$ cat src/rtl/value_change_recorder.sv
// value_change_recorder: timestamps changes of `in` into a record FIFO.
// Define VCR_INIT_RECORD_EN to also record the initial value in the priming cycle.
module value_change_recorder #(
  parameter int TS_W  = 16,
  parameter int DEPTH = 8
) (
  input  logic                       clk,
  input  logic                       rst,
  input  logic                       in,
  input  logic                       en,
  output logic                       rec_valid,
  input  logic                       rec_ready,
  output logic [TS_W-1:0]            rec_time,
  output logic                       rec_value,
  output logic [$clog2(DEPTH):0]     count,
  output logic                       overflow
);
  localparam int AW = $clog2(DEPTH);
  logic [TS_W-1:0] ts_q, ts_d;
  logic            prev_q, prime_q, overflow_q, overflow_d;
  logic [AW:0]     wr_q, wr_d, rd_q, rd_d;
  logic [TS_W:0]   mem_q [DEPTH];
  logic            change, push, pop, full, accept;
`ifdef VCR_INIT_RECORD_EN
  assign change = prime_q || (in != prev_q);
`else
  assign change = !prime_q && (in != prev_q);
`endif
  assign push       = change && en;
  assign count      = wr_q - rd_q;
  assign rec_valid  = count != '0;
  assign full       = count == (AW+1)'(DEPTH);
  assign pop        = rec_valid && rec_ready;
  // a push into a full FIFO is only accepted when the head leaves in the same cycle
  assign accept     = push && (!full || pop);
  assign ts_d       = ts_q + 1'b1;
  assign wr_d       = accept ? wr_q + 1'b1 : wr_q;
  assign rd_d       = pop ? rd_q + 1'b1 : rd_q;
  assign overflow_d = overflow_q || (push && !accept);
  assign {rec_time, rec_value} = mem_q[rd_q[AW-1:0]];
  assign overflow   = overflow_q;
  always_ff @(posedge clk) begin
    if (rst) begin
      ts_q       <= '0;
      prev_q     <= 1'b0;
      prime_q    <= 1'b1;
      overflow_q <= 1'b0;
      wr_q       <= '0;
      rd_q       <= '0;
    end else begin
      ts_q       <= ts_d;
      prev_q     <= in;
      prime_q    <= 1'b0;
      overflow_q <= overflow_d;
      wr_q       <= wr_d;
      rd_q       <= rd_d;
    end
  end
  always_ff @(posedge clk)
    if (accept) mem_q[wr_q[AW-1:0]] <= {ts_q, in};
endmodule
$ cat config.mk
export PLATFORM = sky130hd
export DESIGN_NAME = value_change_recorder
export DESIGN_NICKNAME = d
export VERILOG_FILES = /design/src/rtl/value_change_recorder.sv
export SDC_FILE = /design/constraint.sdc
export NUM_CORES = 1
export LEC_CHECK = 0
export CORE_UTILIZATION = 35
export DETAILED_ROUTE_END_ITERATION = 8
export PLACE_DENSITY = 0.51
export SETUP_SLACK_MARGIN = 0.1
export SLEW_MARGIN = 20
export SYNTH_ARGS = -nofsm -noshare
export SYNTH_HDL_FRONTEND = slang
export SYNTH_SLANG_ARGS = --single-unit
$ cat constraint.sdc
create_clock -name clk -period 4.05 [get_ports clk]
set_input_delay 0.6075 -clock clk [delete_from_list [all_inputs] [get_ports clk]]
set_output_delay 0.6075 -clock clk [all_outputs]
set_load 0.05 [all_outputs]
==> metrics, run 1 <==
minimum clock period=3.68 ns; Clock Path Buffers=2; PortBufs=27; RD Place Congestion=a little over 0.7; Leak=approximately 0.0026 uW; 1st-pass router iterations=6; Post-CTS Hold Buffers=0; top post-synthesis cells by area=edfxtp_1, mux4_2, dfxtp_1, mux2_2, xor2_1; Critical Path Start=wr_q[2]$_SDFFE_PP0P_; Final Cell Area=7760 sq um; Most used DFF post-synth=edfxtp_1; dpl cells=603; global-route wire length before repair=about 19000 um; status=finished with violations; Crit Reg-Reg Endpoint=mem_q[6][8]$_DFFE_PP_; vias in the first global route=3286; GR Overflow Total=0; CTS tree=yes; FF-to-FF path depth=9; DR WL/cell=between 15 and 20 um; Site Rows=49; n_diodes=0; failing checks=DRC; number of DRC markers in iteration 0=~200; WL final=~12000 um; Clock transition at path regs=0.06 ns; Filler cells=1601; die area=between 15000 and 20000 sq um; clk root buf=clkbuf_16; fin. max-slew vios=0; H-tree level count=4; register area=4690 sq um; vias per inst=4.98; commonest cells in the synthesized netlist=edfxtp_1, mux4_2, dfxtp_1; async set-reset flop share out of synthesis=0%; Max-Cap Viols=0; dominant cell type by area after synthesis=edfxtp_1; Syn Area/Cell=around 19 sq um; Area Overhead vs Synth=18.9%; Worst Path Arrival=3.07 ns; CTS Buf Count=17; placed inst area=between 7000 and 8000 sq um; cells after synthesis=352; HP Class=reg -> reg; PwrDens=600 nW/um^2; total chip power=~4700 uW; Max Fanout on Critical Path=9; post-CTS sizing=0; largest net degree at the start of global routing=35; setup bufs post-CTS=0; footprint of the multi-input gates=1780 sq um; crit share post-route=roughly 91%; antenna violations before repair=0; hpwl dp=7000 um; crit start category=flop; Final ANT Viol Nets=0; Distinct cells, synth=40; RSZ-0062 raised after global routing=false; CP Capture Type=primary output; Min-Delay Startpoint=overflow$_SDFF_PP0_; final std cells w/o fill=between 600 and 700; layout cells sized above 1=26.8%; sequential area share after synthesis=71.8%; Slew headroom=30.3%; r2r startpoint=wr_q[0]$_SDFFE_PP0P_; fin nets=405; initial core utilization=36.0%; final setup fails=0; Core Region=18100 sq um; endpoints failing hold=0; Residual DRC=2; Cell Area, Synth=6530 sq um; flops & latches, synth=166; Critical Path RT=between 3 and 4 ns; flop-to-flop setup slack=0.73 ns; hold depth=2; worst min-delay path endpoint=overflow$_SDFF_PP0_; Total GRT Usage=13.5%; die span in y=139 um; Vias=3165; EDFF count, synth=136; Setup TNS Final=0 ns; count leader, synth=edfxtp_1; I/O Pins=28; YS warnings=0; top cell type's share of synthesized area=62.6%; Worst Path Class, Setup=reg -> out; clock latency on the worst-skew pair=0.43 ns; maximum vdd drop=around 0.4 mV; clock sink total=approximately 170; Worst-Margin Slew=1.05 ns; die extent in x=139 um; Achievable Freq=approximately 270 MHz; Final Skew=0.00842 ns; Mapped Nets=364
cell type report:
| cell class | instances | area share [%] |
|---|---|---|
| clock buffers | 23 | 6.85 |
| repair buffers | 38 | 4.71 |
| multi-input cells | 162 | 22.9 |
| well taps | 229 | 3.69 |
| flip-flops and latches | 166 | 60.4 |
| inverters | 8 | 0.387 |
| clock inverters | 9 | 1.08 |
placed cells by master, fill, tap and decap left out, drive strengths merged, types with 2 or more instances in the layout:
| cell type | count |
|---|---|
| dfxtp | 30 |
| nor3 | 3 |
| clkbuf | 23 |
| nor4 | 2 |
| xor2 | 15 |
| clkdlybuf4s50 | 27 |
| buf | 11 |
| a21oi | 7 |
| ha | 6 |
| nand4 | 2 |
| and4 | 3 |
| nor3b | 3 |
| or3 | 3 |
| mux4 | 34 |
| mux2 | 18 |
| nand2 | 5 |
| clkinv | 5 |
| inv | 11 |
| nand3 | 9 |
| o21ai | 2 |
| edfxtp | 136 |
| nor2 | 24 |
| xnor2 | 5 |
| nor2b | 3 |
| and2 | 2 |
| and3 | 6 |
kinds of logic after synthesis:
logic type,Yosys count,share of synthesized area (%)
compound gates,13,1.65
buf+inv,24,1.44
fa+ha+maj,7,1.46
simple gates,69,5.86
flops,166,71.8
mux,53,15.0
xor+xnor,20,2.80
report_power, final:
part	total (uW)	internal, uW	switching [uW]
registers	1910	1860	44.8
clock network	1640	991	647
logic	1110	477	633
layer usage:
layer / GRT usage (%) / wire [um] / up-vias
met3: 3.42 / 381 / 16
met1: 16.8 / 5500 / 1633
met5: 0 / 0 / -
li1: - / - / 1461
met2: 22.3 / 5900 / 55
met4: 6.21 / 212 / 0
sequential cells by signal (all words and copies together) (netlist names), named ones only:
| name | count |
|---|---|
| prev_q | 1 |
| mem_q | 136 |
| ts_q | 16 |
| wr_q | 4 |
| prime_q | 1 |
| overflow | 1 |
| rd_q | 4 |
critical path, stage by stage (launching register included):
cell and delay (ns):
dfxtp_1 0.52, ha_1 0.35, a21oi_1 0.30, a21oi_1 0.18, or4_4 0.58, clkdlybuf4s50_1 0.72
worst max path at each step:
stage | end | depth (start not counted)
6_report | rec_valid | 5
3_3_place_gp | mem_q[6][10]$_DFFE_PP_ | 6
3_5_place_dp | mem_q[6][10]$_DFFE_PP_ | 6
4_1_cts | rec_valid | 7
5_1_grt | rec_valid | 5
2_1_floorplan | mem_q[0][0]$_DFFE_PP_ | 8
per-stage QoR:
step | hold WS (ns) | setup slack [ns] | util (%)
2_1_floorplan | 0.480 | -0.0837 | -
3_3_place_gp | 0.476 | 0.658 | 39.4
3_5_place_dp | 0.460 | 0.536 | 39.4
4_1_cts | 0.491 | 0.360 | 42.8
5_1_grt | 0.545 | 0.224 | 42.8
6_report | 0.502 | 0.368 | 42.8
Power figures use the tool's default switching activity.
==> inputs of run 2 (changes only) <==
Settings changed: MAX_ROUTING_LAYER set to met4.
==> metrics, run 2 (same netlist as run 1, synthesis figures left out) <==
status=finished with violations; failing checks=DRC; die area=19200 sq um (unchanged); dpl cells=603 (unchanged); crit start category=flop; Area Overhead vs Synth=18.9% (unchanged); antenna violations before repair=0 (unchanged); maximum vdd drop=0.399 mV (+0.40%); hpwl dp=7000 um (unchanged); most common cell after layout, fill and taps aside=edfxtp_1; Residual DRC=2 (unchanged); Filler cells=1601 (unchanged); Setup TNS Final=0 ns (unchanged); Min-Delay Startpoint=overflow$_SDFF_PP0_; die extent in x=139 um (unchanged); CP Capture Type=primary output; crit share post-route=91.1% (+0.17 points); HP Class=reg -> reg; GR Overflow Total=0 (unchanged); WL final=12000 um (about the same); RD Place Congestion=0.730 (+1.2%); Leak=0.00255 uW (unchanged); Final Worst Setup Slack=0.361 ns (-0.00686 ns); Worst Hold Margin=0.502 ns (+0.000113 ns); Site Rows=49 (unchanged); r2r startpoint=wr_q[0]$_SDFFE_PP0P_; initial core utilization=36.0% (unchanged); Clock transition at path regs=0.06 ns (about the same); Achievable Freq=271 MHz (-0.19%); vias in the first global route=3289 (+0.091%); RSZ-0062 raised after global routing=false; most frequent cells in the layout=edfxtp_1, mux4_2, dfxtp_1, clkdlybuf4s50_1, nor2_1; die span in y=139 um (unchanged); I/O Pins=28 (unchanged); hold depth=2 (unchanged); Total GRT Usage=13.9% (+0.43 points); DR WL/cell=18.9 um (about the same); minimum clock period=3.69 ns (+0.00686 ns); Post-CTS Hold Buffers=0 (unchanged); vias per inst=4.93 (-1.1%); fin nets=405 (unchanged); clock sink total=166 (unchanged); Worst-Margin Slew=1.04 ns (-0.00414 ns); final std cells w/o fill=635 (unchanged); clock latency on the worst-skew pair=0.42 ns (about the same); post-CTS sizing=0 (unchanged); Critical Path RT=3.44 ns (about the same); Slew headroom=30.6% (+0.28 points); Final Skew=0.00806 ns (-0.000352 ns); Critical Path Start=wr_q[2]$_SDFFE_PP0P_; n_diodes=0 (unchanged); worst min-delay path endpoint=overflow$_SDFF_PP0_; 1st-pass router iterations=6 (unchanged); global-route wire length before repair=18800 um (unchanged); Crit Reg-Reg Endpoint=mem_q[6][8]$_DFFE_PP_; largest net degree at the start of global routing=35 (unchanged); Vias=3130 (-1.1%); Max Fanout on Critical Path=9 (unchanged); layout cells sized above 1=26.8% (unchanged); Max-Cap Viols=0 (unchanged); fin. max-slew vios=0 (unchanged); final setup fails=0 (unchanged); endpoints failing hold=0 (unchanged); Worst Path Arrival=3.08 ns (about the same); clk root buf=clkbuf_16; CTS tree=yes; PortBufs=27 (unchanged); FF-to-FF path depth=9 (unchanged); setup bufs post-CTS=0 (unchanged); H-tree level count=4 (unchanged); dpl ws=0.536 ns (unchanged); max reg flops=136 (unchanged); Final ANT Viol Nets=0 (unchanged); Clock Path Buffers=2 (unchanged); number of DRC markers in iteration 0=145 (-27%); Worst Path Class, Setup=reg -> out; Core Region=18100 sq um (unchanged); PwrDens=600 nW/um^2 (about the same); CTS Buf Count=17 (unchanged); flop-to-flop setup slack=0.73 ns (about the same)
==> run 2: power breakdown <==
| part | switching [uW] | total [uW] | internal [uW] |
|---|---|---|---|
| combinational | 634 | 1110 | 477 |
| sequential | 44.4 | 1910 | 1860 |
| clock | 646 | 1640 | 991 |
| total | 1320 | 4650 | 3330 |
==> run 2: how the worst max path moves through the flow <==
stage                     slack, ns  depth (start not counted)                     end
after detailed placement       0.54                          6  mem_q[6][10]$_DFFE_PP_
after global placement         0.66                          6  mem_q[6][10]$_DFFE_PP_
final                          0.36                          5               rec_valid
after global routing           0.22                          5               rec_valid
after CTS                      0.36                          7               rec_valid
after floorplan               -0.08                          8   mem_q[0][0]$_DFFE_PP_
==> run 2: layer usage <==
layer / up-vias / share of wire [%] / GRT usage (%)
met3: 13 / 3.0 / 3.52
met1: 1606 / 46 / 16.8
met4: 0 / 1.6 / 5.85
li1: 1462 / - / -
met5: - / 0 / -
met2: 49 / 49 / 22.3
==> run 2: metrics by stage <==
| stage | total power (uW) | instance area, sq um | utilization, % |
|---|---|---|---|
| 3_3_place_gp | 3070 | 7150 | 39.4 |
| 5_1_grt | 4830 | 7760 | 42.8 |
| 6_report | 4650 | 7760 | 42.8 |
| 3_5_place_dp | 3070 | 7150 | 39.4 |
| 4_1_cts | 4710 | 7760 | 42.8 |
| 2_1_floorplan | 2770 | 6530 | - |
==> run 2: area by class of cell <==
class	count	area (sq um)	area share [%]
repair buffers	38	365	4.71
clock inverters	9	83.8	1.08
inverters	8	30.0	0.387
clock buffers	23	532	6.85
well taps	229	287	3.69
flip-flops and latches	166	4690	60.4
multi-input cells	162	1780	22.9
==> run 2: critical path, cell delays in order, from the launching register on <==
cell	delay (ns)
dfxtp_1	0.52
ha_1	0.35
a21oi_1	0.30
a21oi_1	0.18
or4_4	0.58
clkdlybuf4s50_1	0.72
==> edit: new RTL, settings of run 2 <==
Change the parameter `DEPTH` from 8 to 4.
--- a/src/rtl/value_change_recorder.sv
+++ b/src/rtl/value_change_recorder.sv
@@ -2,7 +2,7 @@
 // Define VCR_INIT_RECORD_EN to also record the initial value in the priming cycle.
 module value_change_recorder #(
   parameter int TS_W  = 16,
-  parameter int DEPTH = 8
+  parameter int DEPTH = 4
 ) (
   input  logic                       clk,
   input  logic                       rst,
Interface: changed (resized count); port bits go from 28 to 27. The function was not compared with the original's and may differ.
==> edit against run 2 <==
  * Sequential share of layout area fell by 0.77 points
  * Setup slack improved by 0.46 ns
  * Sequential cell count fell by 71
  * Final area fell by 44%
  * Global-route usage fell by 0.92 points
  * Wire length fell by 48%
  * Count of clock-buffer cells in the layout fell by 13
  * Sequential power fell by 41%
  * Cell count fell by 37%
  * Power fell by 47%
  * First-iteration DRC count fell by 58%
  * Utilization fell by 0.61 points
  * Area after synthesis fell by 44%
  * Highest routed layer unchanged
==> edit: results (changes against run 2) <==
Outcome
  • Status: completed (was finished with violations)

Logic synthesis
  • Ys flop type: edfxtp_1 (unchanged)
  • Syn Nets: 234 (was 364)
  • Number of synthesized flops with an enable pin: 68 (was 136)
  • Synth warn: 0 (unchanged)
  • Synth cell types: 34 (was 40)
  • FFs w/ async S/R, synth: 0% (unchanged)
  • Synth cell count leaders: 68 x edfxtp_1, 27 x dfxtp_1, 22 x nor2_1, 17 x mux4_2 (was 136 x edfxtp_1, 34 x mux4_2, 30 x dfxtp_1, 23 x nor2_1, 17 x mux2_2)
  • Seq/Total Area, Yosys: 70.1% (was 71.8%)
  • Cell count after synthesis: 221 (was 352)
  • Ranking of synthesized cells by area: edfxtp_1 55%, dfxtp_1 15%, mux4_2 10% (was edfxtp_1 63%, mux4_2 12%, dfxtp_1 9.2%)

Drt
  • Routed vias/inst: 4.66 (was 4.93)
  • ANT nets after route: 0 (unchanged)
  • Total Routed Length: 6.23 mm (was 12.0 mm)
  • Initial drt markers: 61 (was 145)

Clock tree
  • Clk pin slew, worst setup/hold paths: 0.09 ns (was 0.06 ns)
  • Bufs on Longest Clock Path: 2 (unchanged)
  • Postcts setup bufs: 0 (unchanged)
  • Worst-Skew Late Latency: 0.35 ns (was 0.42 ns)
  • Root buffer cell: clkbuf_8 (was clkbuf_16)
  • TritonCTS Buffers: 9 (was 17)
  • H-tree lvl count: 3 (was 4)

GRT
  • Initial antenna violation count: 0 (unchanged)
  • Largest net degree at the start of global routing: 18 (was 35)
  • Vias in the first global route: 1854 (was 3289)
  • GRT Resource Usage Total: 13.0% (was 13.9%)
  • First-pass GRT wire length: 10.1 mm (was 18.8 mm)

Placed design
  • Place WS: 1.12 ns (was 0.536 ns)
  • Placed instance count: 381 (was 603)
  • IO buf count: 26 (was 27)
  • Routability cong.: 0.701 (was 0.730)
  • Final HPWL DP: 3.99 mm (was 7.00 mm)

Power and ir drop
  • Leak: 1.45 nW (was 2.55 nW)
  • P_int: 1.65 mW (was 3.33 mW)
  • Maximum VDD drop: 643 µV (was 399 µV)

Cells and area
  • Max FFs per register: 68 (was 136)
  • Ant. Diodes: 0 (unchanged)
  • Fillers: 957 (was 1601)
  • Share of cells above drive strength 1: 16.5% (was 26.8%)
  • Final cell count without fillers: 397 (was 635)
  • # nets final: 269 (was 405)

Timing
  • Worst Clk Skew: 0.00827 ns (was 0.00806 ns)
  • Worst slew margin: 39.8% (was 30.6%)
  • Peak Freq: 310 MHz (was 271 MHz)

Setup path
  • Crit path DAT: 2.62 ns (was 3.08 ns)
  • Reg-to-reg slack, setup: 1.31 ns (was 0.73 ns)
  • Worst-path fanout max: 4 (was 9)

Worst hold path
  • Hold Crit Class: flip-flop to flip-flop (unchanged)
==> edit: logic make-up after synthesis <==
family | Yosys count | share of synthesized area, %
simple gates | 58 | 7.88
flops | 95 | 70.1
compound gates | 10 | 2.14
buf+inv | 14 | 1.49
mux | 21 | 11.5
fa+ha+maj | 8 | 2.92
xor+xnor | 15 | 3.97
==> edit: final cells by class <==
cell class              instances  area, µm²  area share, %
clock buffers                  10        128           2.95
clock inverters                 6       67.6           1.56
inverters                       7       26.3          0.606
multi-input cells             112       1050           24.2
flip-flops and latches         95       2580           59.6
well taps                     136        170           3.93
repair buffers                 31        310           7.16
==> edit: stage by stage <==
step | hold slack, ns | total power, mW | utilization (%) | area, µm²
finish | 0.507 | 2.48 | 42.2 | 4330
global route | 0.544 | 2.59 | 42.2 | 4330
CTS | 0.504 | 2.52 | 42.2 | 4330
detailed placement | 0.479 | 1.90 | 40.3 | 4140
global placement | 0.472 | 1.90 | 40.3 | 4140
floorplan | 0.459 | 1.67 | - | 3690
==> edit: layer usage <==
| layer | part of all wire [%] | up-vias | track usage, % |
|---|---|---|---|
| li1 | - | 897 | - |
| met1 | 47 | 914 | 16.1 |
| met2 | 49 | 33 | 20.2 |
| met3 | 3.1 | 5 | 4.68 |
| met4 | 1.1 | 0 | 3.62 |
| met5 | 0 | - | - |
==> edit: critical path: stages (launching register included) <==
cell and delay, ns:
dfxtp_1 0.37, inv_1 0.10, ha_1 0.22, fa_1 0.37
xnor3_2 0.29, inv_1 0.11, clkdlybuf4s50_1 0.80
==> edit: power groups by stage <==
stage | clock network (mW) | logic [mW] | registers (mW)
2_1_floorplan | 0 | 0.571 | 1.10
3_3_place_gp | 0 | 0.763 | 1.14
3_5_place_dp | 0 | 0.762 | 1.14
4_1_cts | 0.633 | 0.765 | 1.12
5_1_grt | 0.675 | 0.794 | 1.12
6_report | 0.611 | 0.755 | 1.12
==> edit: worst paths after layout <==
kind,from,to,depth (start not counted)
setup / recovery,wr_q[0]$_SDFFE_PP0P_,count[2],6
hold / removal,overflow$_SDFF_PP0_,overflow$_SDFF_PP0_,2
setup reg to reg,wr_q[0]$_SDFFE_PP0P_,mem_q[2][6]$_DFFE_PP_,7
hold reg to reg,overflow$_SDFF_PP0_,overflow$_SDFF_PP0_,2
